[src/rtl/snn_pkg.sv]
// Shared SNN definitions: default array sizing (also used by the LFSR) and the
// spike index finder state type.
package snn_pkg;

  localparam int unsigned SNN_N_NEURONS = 100;
  localparam int unsigned SNN_IDX_W     = 7;

  typedef enum logic [1:0] {
    StIdle = 2'd0,
    StScan = 2'd1,
    StDone = 2'd2
  } scan_state_e;

endpackage

[src/rtl/spike_index_finder.sv]
// Picks one spiking neuron per time step: first set bit at or above a random start
// index, wrapping around. Pulses the LFSR enable once per completed selection.
module spike_index_finder
  import snn_pkg::*;
#(
  parameter int unsigned N_NEURONS = SNN_N_NEURONS,
  parameter int unsigned IDX_W     = SNN_IDX_W
) (
  input  logic                 clk,
  input  logic                 reset_n,
  input  logic                 start,
  input  logic [N_NEURONS-1:0] spikes_in,
  input  logic [IDX_W-1:0]     rand_idx,
  output logic                 lfsr_enable,
  output logic                 busy,
  output logic                 done,
  output logic                 found,
  output logic [IDX_W-1:0]     winner_idx,
  output logic [N_NEURONS-1:0] winner_onehot
);

  localparam logic [IDX_W-1:0]     LAST_IDX = IDX_W'(N_NEURONS - 1);
  localparam logic [N_NEURONS-1:0] ONE_LSB  = N_NEURONS'(1);

  scan_state_e            r_state, w_state_next;
  logic [N_NEURONS-1:0]   r_spikes, w_spikes_next;
  logic [IDX_W-1:0]       r_ptr, w_ptr_next;
  logic [IDX_W-1:0]       r_scan_cnt, w_scan_cnt_next;
  logic                   r_busy, w_busy_next;
  logic                   r_done, w_done_next;
  logic                   r_lfsr_en, w_lfsr_en_next;
  logic                   r_found, w_found_next;
  logic [IDX_W-1:0]       r_winner_idx, w_winner_idx_next;
  logic [N_NEURONS-1:0]   r_winner_onehot, w_winner_onehot_next;

  logic [IDX_W-1:0]       w_clamped;
  logic [IDX_W-1:0]       w_ptr_wrap;
  logic [N_NEURONS-1:0]   w_ptr_onehot;
  logic                   w_hit;
  logic                   w_spikes_empty;

  // The LFSR range is slightly wider than the array; out-of-range starts pin to the top neuron.
  assign w_clamped      = (rand_idx > LAST_IDX) ? LAST_IDX : rand_idx;
  assign w_ptr_wrap     = (r_ptr == LAST_IDX) ? '0 : r_ptr + 1'b1;
  assign w_ptr_onehot   = ONE_LSB << r_ptr;
  assign w_hit          = r_spikes[r_ptr];
  assign w_spikes_empty = (spikes_in == '0);

  always_comb begin
    w_state_next         = r_state;
    w_spikes_next        = r_spikes;
    w_ptr_next           = r_ptr;
    w_scan_cnt_next      = r_scan_cnt;
    w_busy_next          = r_busy;
    w_done_next          = 1'b0;
    w_lfsr_en_next       = 1'b0;
    w_found_next         = r_found;
    w_winner_idx_next    = r_winner_idx;
    w_winner_onehot_next = r_winner_onehot;

    unique case (r_state)
      StIdle: begin
        if (start) begin
          w_spikes_next        = spikes_in;
          w_ptr_next           = w_clamped;
          w_scan_cnt_next      = '0;
          w_busy_next          = 1'b1;
          w_found_next         = 1'b0;
          w_winner_idx_next    = '0;
          w_winner_onehot_next = '0;
          if (w_spikes_empty) begin
            w_state_next   = StDone;
            w_done_next    = 1'b1;
            w_lfsr_en_next = 1'b1;
          end else begin
            w_state_next = StScan;
          end
        end
      end

      StScan: begin
        if (w_hit) begin
          w_winner_idx_next    = r_ptr;
          w_winner_onehot_next = w_ptr_onehot;
          w_found_next         = 1'b1;
          w_state_next         = StDone;
          w_done_next          = 1'b1;
          w_lfsr_en_next       = 1'b1;
        end else begin
          w_ptr_next      = w_ptr_wrap;
          w_scan_cnt_next = r_scan_cnt + 1'b1;
          // Safety net: a full lap without a hit cannot happen after the empty-vector check.
          if (r_scan_cnt == LAST_IDX) begin
            w_found_next   = 1'b0;
            w_state_next   = StDone;
            w_done_next    = 1'b1;
            w_lfsr_en_next = 1'b1;
          end
        end
      end

      StDone: begin
        w_state_next = StIdle;
        w_busy_next  = 1'b0;
      end

      default: begin
        w_state_next = StIdle;
        w_busy_next  = 1'b0;
      end
    endcase
  end

  always_ff @(posedge clk or negedge reset_n) begin
    if (!reset_n) begin
      r_state         <= StIdle;
      r_spikes        <= '0;
      r_ptr           <= '0;
      r_scan_cnt      <= '0;
      r_busy          <= 1'b0;
      r_done          <= 1'b0;
      r_lfsr_en       <= 1'b0;
      r_found         <= 1'b0;
      r_winner_idx    <= '0;
      r_winner_onehot <= '0;
    end else begin
      r_state         <= w_state_next;
      r_spikes        <= w_spikes_next;
      r_ptr           <= w_ptr_next;
      r_scan_cnt      <= w_scan_cnt_next;
      r_busy          <= w_busy_next;
      r_done          <= w_done_next;
      r_lfsr_en       <= w_lfsr_en_next;
      r_found         <= w_found_next;
      r_winner_idx    <= w_winner_idx_next;
      r_winner_onehot <= w_winner_onehot_next;
    end
  end

  assign lfsr_enable   = r_lfsr_en;
  assign busy          = r_busy;
  assign done          = r_done;
  assign found         = r_found;
  assign winner_idx    = r_winner_idx;
  assign winner_onehot = r_winner_onehot;

endmodule

[config.mk]
export PLATFORM = sky130hd
export DESIGN_NAME = spike_index_finder
export DESIGN_NICKNAME = d
export VERILOG_FILES = /design/src/rtl/snn_pkg.sv /design/src/rtl/spike_index_finder.sv
export SDC_FILE = /design/constraint.sdc
export NUM_CORES = 1
export LEC_CHECK = 0
export ABC_AREA = 1
export CAP_MARGIN = 20
export CORE_ASPECT_RATIO = 1.2
export CORE_MARGIN = 5
export CORE_UTILIZATION = 23
export CTS_CLUSTER_DIAMETER = 100
export DETAILED_ROUTE_END_ITERATION = 10
export GPL_TIMING_DRIVEN = 0
export PLACE_DENSITY_LB_ADDON = 0.25
export SKIP_LAST_GASP = 1
export SLEW_MARGIN = 20
export SYNTH_ARGS = -nofsm -noshare
export SYNTH_HDL_FRONTEND = slang
export SYNTH_SLANG_ARGS = --single-unit
[constraint.sdc]
create_clock -name clk -period 3.3 [get_ports clk]
set_input_delay 0.66 -clock clk [delete_from_list [all_inputs] [get_ports clk]]
set_output_delay 0.66 -clock clk [all_outputs]
set_load 0.05 [all_outputs]
==> flow_summary_export.csv, run 1 <==
group,metric,value,unit
global_route,grt_pass1_wl,68300,um
global_route,grt_max_degree,94,
finish,fin_nets,1929,
sta,fmax,0.368,GHz
logic_synthesis,yosys-top-cells-count,"nand2_1, dfrtp_1, nand3_1, nor2_1, inv_1",
route,vias,11200,
power,p_sw_share,45.4,%
sta,relSlewSlack,41.2,%
logic_synthesis,yosysTopAreaCell,"dfrtp_1",
finish,seqCellArea,0.00566,sq mm
finish,fin_cells,2469,
route,wl,44600,um
clocking,cts_root_buf,"clkbuf_16",
sta,setup_viol,0,
power,p_clk_share,23.3,%
sta,worst_pin_slew,0.882,ns
logic_synthesis,yosys_register_bits,226,
power,ir_worst_vdd,0.322,mV
sta,rsz0062_at_grt,"no",
global_route,grt_pass1_vias,11500,
die,row_count,89,
worst_setup_path,cp-start-kind,"flip-flop",
power,p_leak,7.36,nW
clocking,htree_levels,1,
place,io_buffer_count,220,
logic_synthesis,avgSynthCellArea,7.36,sq um
sta,final_hold_viol_count,0,
sta,period_share,82.4,%
logic_synthesis,synth-edff-count,0,
global_route,antenna_found_initial,1,
worst_setup_path,critPathCaptureType,"flip-flop",
finish,fill_cells,5353,
clocking,hold_buffers,0,
logic_synthesis,yosysWarnings,0,
sta,timing.final.ws_setup,0.581,ns
run,maxCapViolations,0,
logic_synthesis,synth_area,0.0115,sq mm
sta,fin_crit,2.72,ns
logic_synthesis,synth_ff_type,"dfrtp_1",
route,drc,0,
clocking,cts.sinks,226,
route,vias_per_cell,4.55,
worst_setup_path,arrival,3.18,ns
logic_synthesis,async_flop_share,100,%
power,power_density,833,mW/mm^2
worst_setup_path,cp_max_fo,10,
place,gp_congestion,0.872,
logic_synthesis,synth_fp_nets,1678,
power,seqPwrFrac,30.7,%
clocking,cts_buffers,27,
place,dp.cells,2420,
power,p_sw,5.83,mW
global_route,grt_overflow,0,
power,p_int,7.02,mW
power,power_frac_comb,46.0,%
route,drt-initial-drc-count,806,
worst_setup_path,path_class,"flip-flop to flip-flop",
sta,fin_worst_skew,0.0176,ns
clocking,post_cts_buffers,0,
route,postRouteAntennaNets,0,
die,io_pins,221,
clocking,cts_buffer_depth,3,
clocking,insertion_delay,0.54,ns
place,hpwlAfterDp,34800,um
finish,drive_gt1_share,5.41,%
clocking,ctsResizeCount,0,
clocking,path_clk_slew,0.06,ns
worst_hold_path,hp-class,"input port to async pin",
worst_setup_path,worstPathRequired,3.76,ns
finish,syn_to_final_growth,34.3,%
die,die-area,0.0546,sq mm
logic_synthesis,synth_cell_types,29,
logic_synthesis,syn_inst,1561,
logic_synthesis,synth_most_common_cell,"nand2_1",
logic_synthesis,synth_top_area_share,49.2,%
clocking,cts_tree,"done",
die,initial_core_util,23.3,%
logic_synthesis,yosysSeqAreaShare,49.2,%
finish,multi_input_area,0.00491,sq mm
die,die_w,214,um
sta,maxSlewViolCount,0,
global_route,grt.total_usage,15.8,%
die,die_y,255,um
run_status,status,"finished clean",
route,wl_per_cell,18.1,um
route,dr.pass1.iters,5,
power,p_total,12.9,mW
sta,fin_hold_ws,0.117,ns
place,pre_cts_ws,0.0453,ns
die,fp.coreArea,0.0493,sq mm
logic_synthesis,synthTopCellsByArea,"dfrtp_1, nand2_1, nand3_1",
## path summary, 6_finish.rpt
| kind | cells after the start | startpoint | end | slack [ns] |
|---|---|---|---|---|
| setup / recovery | 15 | r_ptr[3] | winner_onehot[76] | 0.58 |
| hold / removal | 1 | reset_n | winner_onehot[18] | 0.12 |
| setup reg to reg | 15 | r_ptr[3] | winner_onehot[76] | 0.58 |
| hold reg to reg | 2 | r_scan_cnt[6] | r_scan_cnt[6] | 0.47 |
| max in group asynchronous | 2 | reset_n | r_spikes[14] | 2.29 |
| min in group clk | 2 | r_scan_cnt[6] | r_scan_cnt[6] | 0.47 |
## per-layer routing
metal	share of wire, %	routed length [um]	GRT usage [%]
met3	4.6	2040	2.24
met1	43	19200	20.1
met4	2.6	1150	4.09
met2	50	22300	28.6
met5	0	0	0
## area by class of cell
type / count / area share [%]
Buffer: 109 / 3.57
Inverter: 100 / 2.45
Clock inverter: 8 / 0.624
Timing Repair Buffer: 222 / 14.7
Multi-Input combinational cell: 1126 / 31.8
Tap cell: 637 / 5.16
Sequential cell: 226 / 36.6
Clock buffer: 40 / 5.08
Antenna cell: 1 / 0.0162
## power groups by stage
| stage | clock [mW] | combinational, mW | sequential [mW] |
|---|---|---|---|
| after floorplan | 0 | 3.62 | 4.15 |
| after global routing | 3.18 | 6.55 | 4.03 |
| after CTS | 3.05 | 5.94 | 3.94 |
| after detailed placement | 0 | 5.92 | 3.99 |
| final | 2.99 | 5.91 | 3.95 |
| after global placement | 0 | 5.86 | 3.98 |
## cells in the final DEF, fill, tap and decap left out, drive strengths merged
master / synthesis / final
nand2: 574 / 574
dfrtp: 226 / 226
clkdlybuf4s50: 0 / 219
nand3: 192 / 192
nor2: 130 / 130
clkbuf: 61 / 101
inv: 97 / 97
o21ai: 95 / 95
nor3: 71 / 71
buf: 48 / 51
nand4: 23 / 23
nor4: 14 / 14
a21oi: 8 / 8
clkinv: 3 / 8
ha: 7 / 7
xor2: 6 / 6
o22ai: 3 / 3
nor3b: 2 / 2
bufinv: 0 / 2
diode: 0 / 1
o32ai: 1 / 1
clkinvlp: 0 / 1
## per-stage QoR
stage               utilization (%)  instance area [sq um]  setup TNS (ns)
finish                         31.3                  15400               0
global route                   31.3                  15400               0
detailed placement             29.5                  14600               0
floorplan                         -                  11500               0
CTS                            31.3                  15400               0
global placement               29.4                  14500        -1892.86
## kinds of logic after synthesis
group	count (synthesis)	synth area share (%)
flip-flops	226	49.2
buffers and inverters	209	8.08
AND/OR/NAND/NOR	1006	36.8
adder cells (fa/ha/maj)	7	0.762
AO/OA/AOI/OAI	107	4.73
XOR/XNOR	6	0.457
## state kept, by name (all words and copies together) (netlist names)
| register | cells |
|---|---|
| winner_idx | 7 |
| winner_onehot | 100 |
| r_scan_cnt | 7 |
| r_state | 2 |
| found | 1 |
| r_spikes | 100 |
| lfsr_enable | 1 |
| busy | 1 |
| r_ptr | 7 |
## worst max-delay path, cell delays in order (launching register included)
cell and delay, ns:
dfrtp_1 0.33, buf_4 0.16, inv_1 0.10, nor2_2 0.54
nand3_1 0.19, nand2_1 0.10, nor2_1 0.07, nand2_1 0.07
nand3_1 0.07, nand3_1 0.12, nand3_2 0.14, nand2_2 0.23
buf_6 0.21, buf_6 0.15, nand2_1 0.07, nand2_1 0.06
(Power assumes the default switching activity.)
==> run 2: changes to the inputs <==
clock period = 2.7 ns   (was 3.3 ns; I/O delays follow)
==> run 2 against run 1 <==
Register-to-register slack worse by 0.52 ns. Non-clock buffer count decreased by 1. First-iteration DRC count down 6.6%. Clock skew barely moved. Total power is 23% higher. Die area is the same. Maximum frequency up 2.9%. Critical path depth shrank 5. Final cell count about the same. Worst setup slack got worse by 0.52 ns. Highest routed layer unchanged.
==> flow_summary_export.csv, run 2 (synthesis gave the netlist of run 1 again) <==
group,metric,value,unit
power,p_int,8.65,mW
sta,worst_pin_slew,0.741,ns
clocking,hold_buffers,0,
clocking,insertion_delay,0.54,ns
sta,finalSetupTns,0,ns
run,maxCapViolations,0,
sta,relSlewSlack,50.5,%
global_route,antenna_found_initial,1,
route,vias_per_cell,4.55,
clocking,cts.sinks,226,
worst_setup_path,critPathMaxStageDelay,0.47,ns
sta,fin_worst_skew,0.0176,ns
worst_setup_path,crit_end,"winner_onehot[76]",
clocking,post_cts_buffers,0,
worst_setup_path,reg2reg_slack,0.06,ns
global_route,grt.total_usage,15.8,%
sta,fmax,0.379,GHz
finish,drive_gt1_share,5.74,%
finish,final_common_cell,"nand2_1",
finish,syn_to_final_growth,34.8,%
power,power_density,1020,mW/mm^2
worst_setup_path,worstPathRequired,3.16,ns
place,gp_congestion,0.872,
route,dr.pass1.iters,5,
power,p_sw,7.18,mW
global_route,grt_overflow,0,
power,p_clk_share,23.1,%
worst_setup_path,slowest_stage,"nor2_1",
sta,period_share,97.8,%
clocking,cts_root_buf,"clkbuf_16",
die,io_pins,221,
route,wl,44600,um
place,io_buffer_count,220,
die,die_y,255,um
sta,rsz0062_at_grt,"no",
power,ir_worst_vdd,0.404,mV
worst_setup_path,critPathBufInv,4,
worst_hold_path,hp-class,"input port to async pin",
route,drc,0,
place,pre_cts_ws,-0.435,ns
clocking,cts_buffers,27,
route,postRouteAntennaNets,0,
run_status,status,"finished clean",
clocking,cts_tree,"done",
sta,timing.final.ws_setup,0.0592,ns
clocking,htree_levels,1,
power,p_leak,7.38,nW
worst_setup_path,arrival,3.10,ns
clocking,ctsResizeCount,4,
place,hpwlAfterDp,34800,um
worst_setup_path,startpoint,"r_ptr[0]",
die,row_count,89,
worst_setup_path,r2r_cells,10,
clocking,path_clk_slew,0.06,ns
worst_setup_path,r2r_start,"r_ptr[0]",
clocking,cts_buffer_depth,3,
route,vias,11200,
sta,setup_viol,0,
route,wl_per_cell,18.1,um
finish,fill_cells,5344,
sta,final_hold_viol_count,0,
power,power_frac_comb,46.4,%
die,fp.coreArea,0.0493,sq mm
finish,layout_common_cells,"nand2_1, dfrtp_1, clkdlybuf4s50_1, nand3_1, nor2_1",
global_route,grt_max_degree,94,
route,drt-initial-drc-count,753,
worst_setup_path,path_delay_family,"simple AND/OR/NAND/NOR gates",
worst_setup_path,cp-start-kind,"flip-flop",
die,die_w,214,um
worst_setup_path,cp_max_fo,11,
global_route,grt_pass1_vias,11500,
worst_setup_path,r2r_end,"winner_onehot[76]",
worst_setup_path,crit_top_cell,"nand2_1",
power,seqPwrFrac,30.5,%
worst_setup_path,crit_chain,"buf_4 -> inv_4 -> buf_2 -> ha_1 -> inv_1 -> nor2_1 -> nand3_1 -> nor3_1 -> nand2_1 -> nand2_1",
power,p_sw_share,45.4,%
worst_setup_path,critPathCaptureType,"flip-flop",
worst_setup_path,cp_num_cells,10,
finish,fin_nets,1928,
global_route,grt_pass1_wl,68300,um
sta,maxSlewViolCount,0,
sta,fin_crit,2.64,ns
worst_setup_path,path_class,"flip-flop to flip-flop",
die,die-area,0.0546,sq mm
die,initial_core_util,23.3,%
[run 2: worst min path at each step]
stage | to | slack, ns | cells after the start
6_report | winner_onehot[18] | 0.0003 | 1
2_1_floorplan | busy | 0.24 | 0
5_1_grt | winner_onehot[83] | 0.03 | 1
3_5_place_dp | r_scan_cnt[6] | 0.46 | 2
4_1_cts | winner_onehot[95] | 0.001 | 1
3_3_place_gp | r_spikes[45] | 0.46 | 2
[run 2: layer usage]
layer / routed length [um] / GRT usage, % / part of all wire (%)
met2: 22400 / 28.6 / 50
met5: 0 / 0 / 0
met1: 19200 / 20.1 / 43
met4: 1100 / 4.09 / 2.5
met3: 1980 / 2.24 / 4.4
[run 2: layout make-up]
cell class	instances	area, sq um	share of cell area [%]
Sequential cell	226	5660	36.5
Multi-Input combinational cell	1126	4950	31.9
Timing Repair Buffer	222	2260	14.6
Tap cell	637	797	5.15
Clock buffer	40	785	5.06
Buffer	108	568	3.67
Inverter	100	378	2.44
Clock inverter	8	96.3	0.622
Antenna cell	1	2.50	0.0162
[run 2: through the flow]
step / hold slack (ns) / instances / instance area [sq um] / utilization, % / power [mW]
after floorplan: 0.244 / 1561 / 11500 / - / 9.50
after global placement: 0.457 / 2418 / 14500 / 29.4 / 12.0
after detailed placement: 0.464 / 2420 / 14600 / 29.5 / 12.1
after CTS: 0.00118 / 2468 / 15400 / 31.3 / 15.8
after global routing: 0.0301 / 2468 / 15500 / 31.4 / 16.9
final: 0.000283 / 2468 / 15500 / 31.4 / 15.8
[run 2: power by group through the flow]
stage	Clock (mW)	Combinational [mW]	Sequential, mW
global route	3.88	8.12	4.93
CTS	3.73	7.28	4.82
floorplan	0	4.43	5.07
global placement	0	7.17	4.87
detailed placement	0	7.24	4.87
finish	3.66	7.34	4.83
==> RTL edit: new RTL, config.mk and constraints of run 2 <==
Add an input register stage for `start`, `spikes_in` and `rand_idx`, cleared by the reset; this delays them by one clock.
--- a/src/rtl/spike_index_finder.sv
+++ b/src/rtl/spike_index_finder.sv
@@ -22,6 +22,22 @@
   localparam logic [IDX_W-1:0]     LAST_IDX = IDX_W'(N_NEURONS - 1);
   localparam logic [N_NEURONS-1:0] ONE_LSB  = N_NEURONS'(1);
 
+  logic start_q;
+  logic [N_NEURONS-1:0] spikes_q;
+  logic [IDX_W-1:0] rand_idx_q;
+
+  always_ff @(posedge clk or negedge reset_n) begin
+    if (!reset_n) begin
+      start_q    <= '0;
+      spikes_q   <= '0;
+      rand_idx_q <= '0;
+    end else begin
+      start_q    <= start;
+      spikes_q   <= spikes_in;
+      rand_idx_q <= rand_idx;
+    end
+  end
+
   scan_state_e            r_state, w_state_next;
   logic [N_NEURONS-1:0]   r_spikes, w_spikes_next;
   logic [IDX_W-1:0]       r_ptr, w_ptr_next;
@@ -40,11 +56,11 @@
   logic                   w_spikes_empty;
 
   // The LFSR range is slightly wider than the array; out-of-range starts pin to the top neuron.
-  assign w_clamped      = (rand_idx > LAST_IDX) ? LAST_IDX : rand_idx;
+  assign w_clamped      = (rand_idx_q > LAST_IDX) ? LAST_IDX : rand_idx_q;
   assign w_ptr_wrap     = (r_ptr == LAST_IDX) ? '0 : r_ptr + 1'b1;
   assign w_ptr_onehot   = ONE_LSB << r_ptr;
   assign w_hit          = r_spikes[r_ptr];
-  assign w_spikes_empty = (spikes_in == '0);
+  assign w_spikes_empty = (spikes_q == '0);
 
   always_comb begin
     w_state_next         = r_state;
@@ -60,8 +76,8 @@
 
     unique case (r_state)
       StIdle: begin
-        if (start) begin
-          w_spikes_next        = spikes_in;
+        if (start_q) begin
+          w_spikes_next        = spikes_q;
           w_ptr_next           = w_clamped;
           w_scan_cnt_next      = '0;
           w_busy_next          = 1'b1;
Behaviour: not the same (Yosys sat finds a counterexample within 4 cycles, from zero or initial values and one cycle with reset_n low).
==> RTL edit against run 2 <==
Total power increased by 22%. Worst setup slack gained 0.11 ns. Count of clock-buffer cells in the layout grew 13. Sequential cell count grew 108. Area after synthesis grew 23%. Cell area grew 21%. Routed wire length is 11% higher. Critical path depth up 4. Final cell count increased by 12%. Via count increased by 7.9%. Critical endpoint is now winner_onehot[91]. Largest power group unchanged.
==> RTL edit: results (changes against run 2) <==
The number of cells produced by synthesis is 1658 (was 1561), and the number of CTS-inserted buffers is 39 (was 27). The destination of the worst register-to-register timing path is winner_onehot[91] (was winner_onehot[76]). The vias per cell works out to 4.389 (was 4.548).

The logs give 25.10 mm (was 22.35 mm) for the length of routed met2 wiring and 0.56 ns (was 0.54 ns) for the clock latency at the later pin of the worst-skew pair. The adder and majority gate portion of the synthesized area was 0.6221% (was 0.7621%); the fraction of final layout cells with drive strength greater than 1 was 6.462% (was 5.738%). Non-clock buffer area fraction after layout: 15.33% (was 18.27%).

The number of fill cells in the layout was 6433 (was 5344). Class of the most critical hold timing path: primary input to flip-flop (was primary input to asynchronous set/reset pin). Top cells by instance count after synthesis: sky130_fd_sc_hd__nand2_1, sky130_fd_sc_hd__dfrtp_1, sky130_fd_sc_hd__nand3_1 (unchanged).

The run gives 8361 sq um (was 5655 sq um) as the footprint of the flip-flops and latches. For the worst-case register-to-register setup slack, the log shows 0.17 ns (was 0.06 ns). The maximum vdd drop came out at 0.0004412 V (was 0.0004039 V). Global routing met3 resource utilization: 2.817% (was 2.236%). The run finished with clean final reports. The startpoint of the lowest-slack register-to-register path was r_ptr[1] (was r_ptr[0]).

The via count of the first global-routing pass was 12644 (was 11458); the highest net fanout along the worst path was 10 (was 11). The instance area after placement is 17380 sq um (was 14550 sq um), and the non-clock inverter count in the final layout is 95 (was 100). The smallest hold slack was 0.4205 ns (was 0.0002834 ns); the total global-route track usage was 14.72% (was 15.84%).

The sum of routed wire length over all layers was 49.63 mm (was 44.63 mm); the number of clock buffers in the layout was 53 (was 40).
RTL edit: cell count changes after synthesis, moves of 10 or more:
cell / before / now
sky130_fd_sc_hd__dfrtp_1: 226 / 334
sky130_fd_sc_hd__nand2_1: 573 / 589
sky130_fd_sc_hd__o21ai_0: 80 / 93
sky130_fd_sc_hd__o21ai_1: 15 / 2
sky130_fd_sc_hd__buf_2: 16 / 26
RTL edit: power breakdown:
part | leakage (nW) | internal [mW] | switching, mW
Combinational | 3.95 | 2.20 | 5.23
Clock | 0.625 | 3.09 | 2.15
Sequential | 4.23 | 5.99 | 0.590
Total | 8.81 | 11.3 | 7.97
RTL edit: worst max-delay path by stage:
stage / endpoint / slack (ns) / depth (start not counted)
floorplan: winner_onehot[75] / 0.67 / 16
global placement: winner_onehot[83] / -13.56 / 1
CTS: winner_onehot[38] / -0.006 / 14
detailed placement: winner_onehot[90] / -0.30 / 13
global route: winner_onehot[83] / -0.007 / 15
finish: winner_onehot[91] / 0.17 / 14
RTL edit: critical path, cell delays in order (launching register included):
cell and delay [ns]:
sky130_fd_sc_hd__dfrtp_2 0.43, sky130_fd_sc_hd__buf_6 0.19, sky130_fd_sc_hd__buf_4 0.24, sky130_fd_sc_hd__o21ai_0 0.13
sky130_fd_sc_hd__o21ai_1 0.24, sky130_fd_sc_hd__nand2_1 0.09, sky130_fd_sc_hd__nand4_1 0.12, sky130_fd_sc_hd__nand2_1 0.06
sky130_fd_sc_hd__nand3_1 0.16, sky130_fd_sc_hd__nand3_4 0.14, sky130_fd_sc_hd__nand2_4 0.16, sky130_fd_sc_hd__buf_6 0.17
sky130_fd_sc_hd__buf_4 0.17, sky130_fd_sc_hd__nand2_1 0.09, sky130_fd_sc_hd__nand2_1 0.07
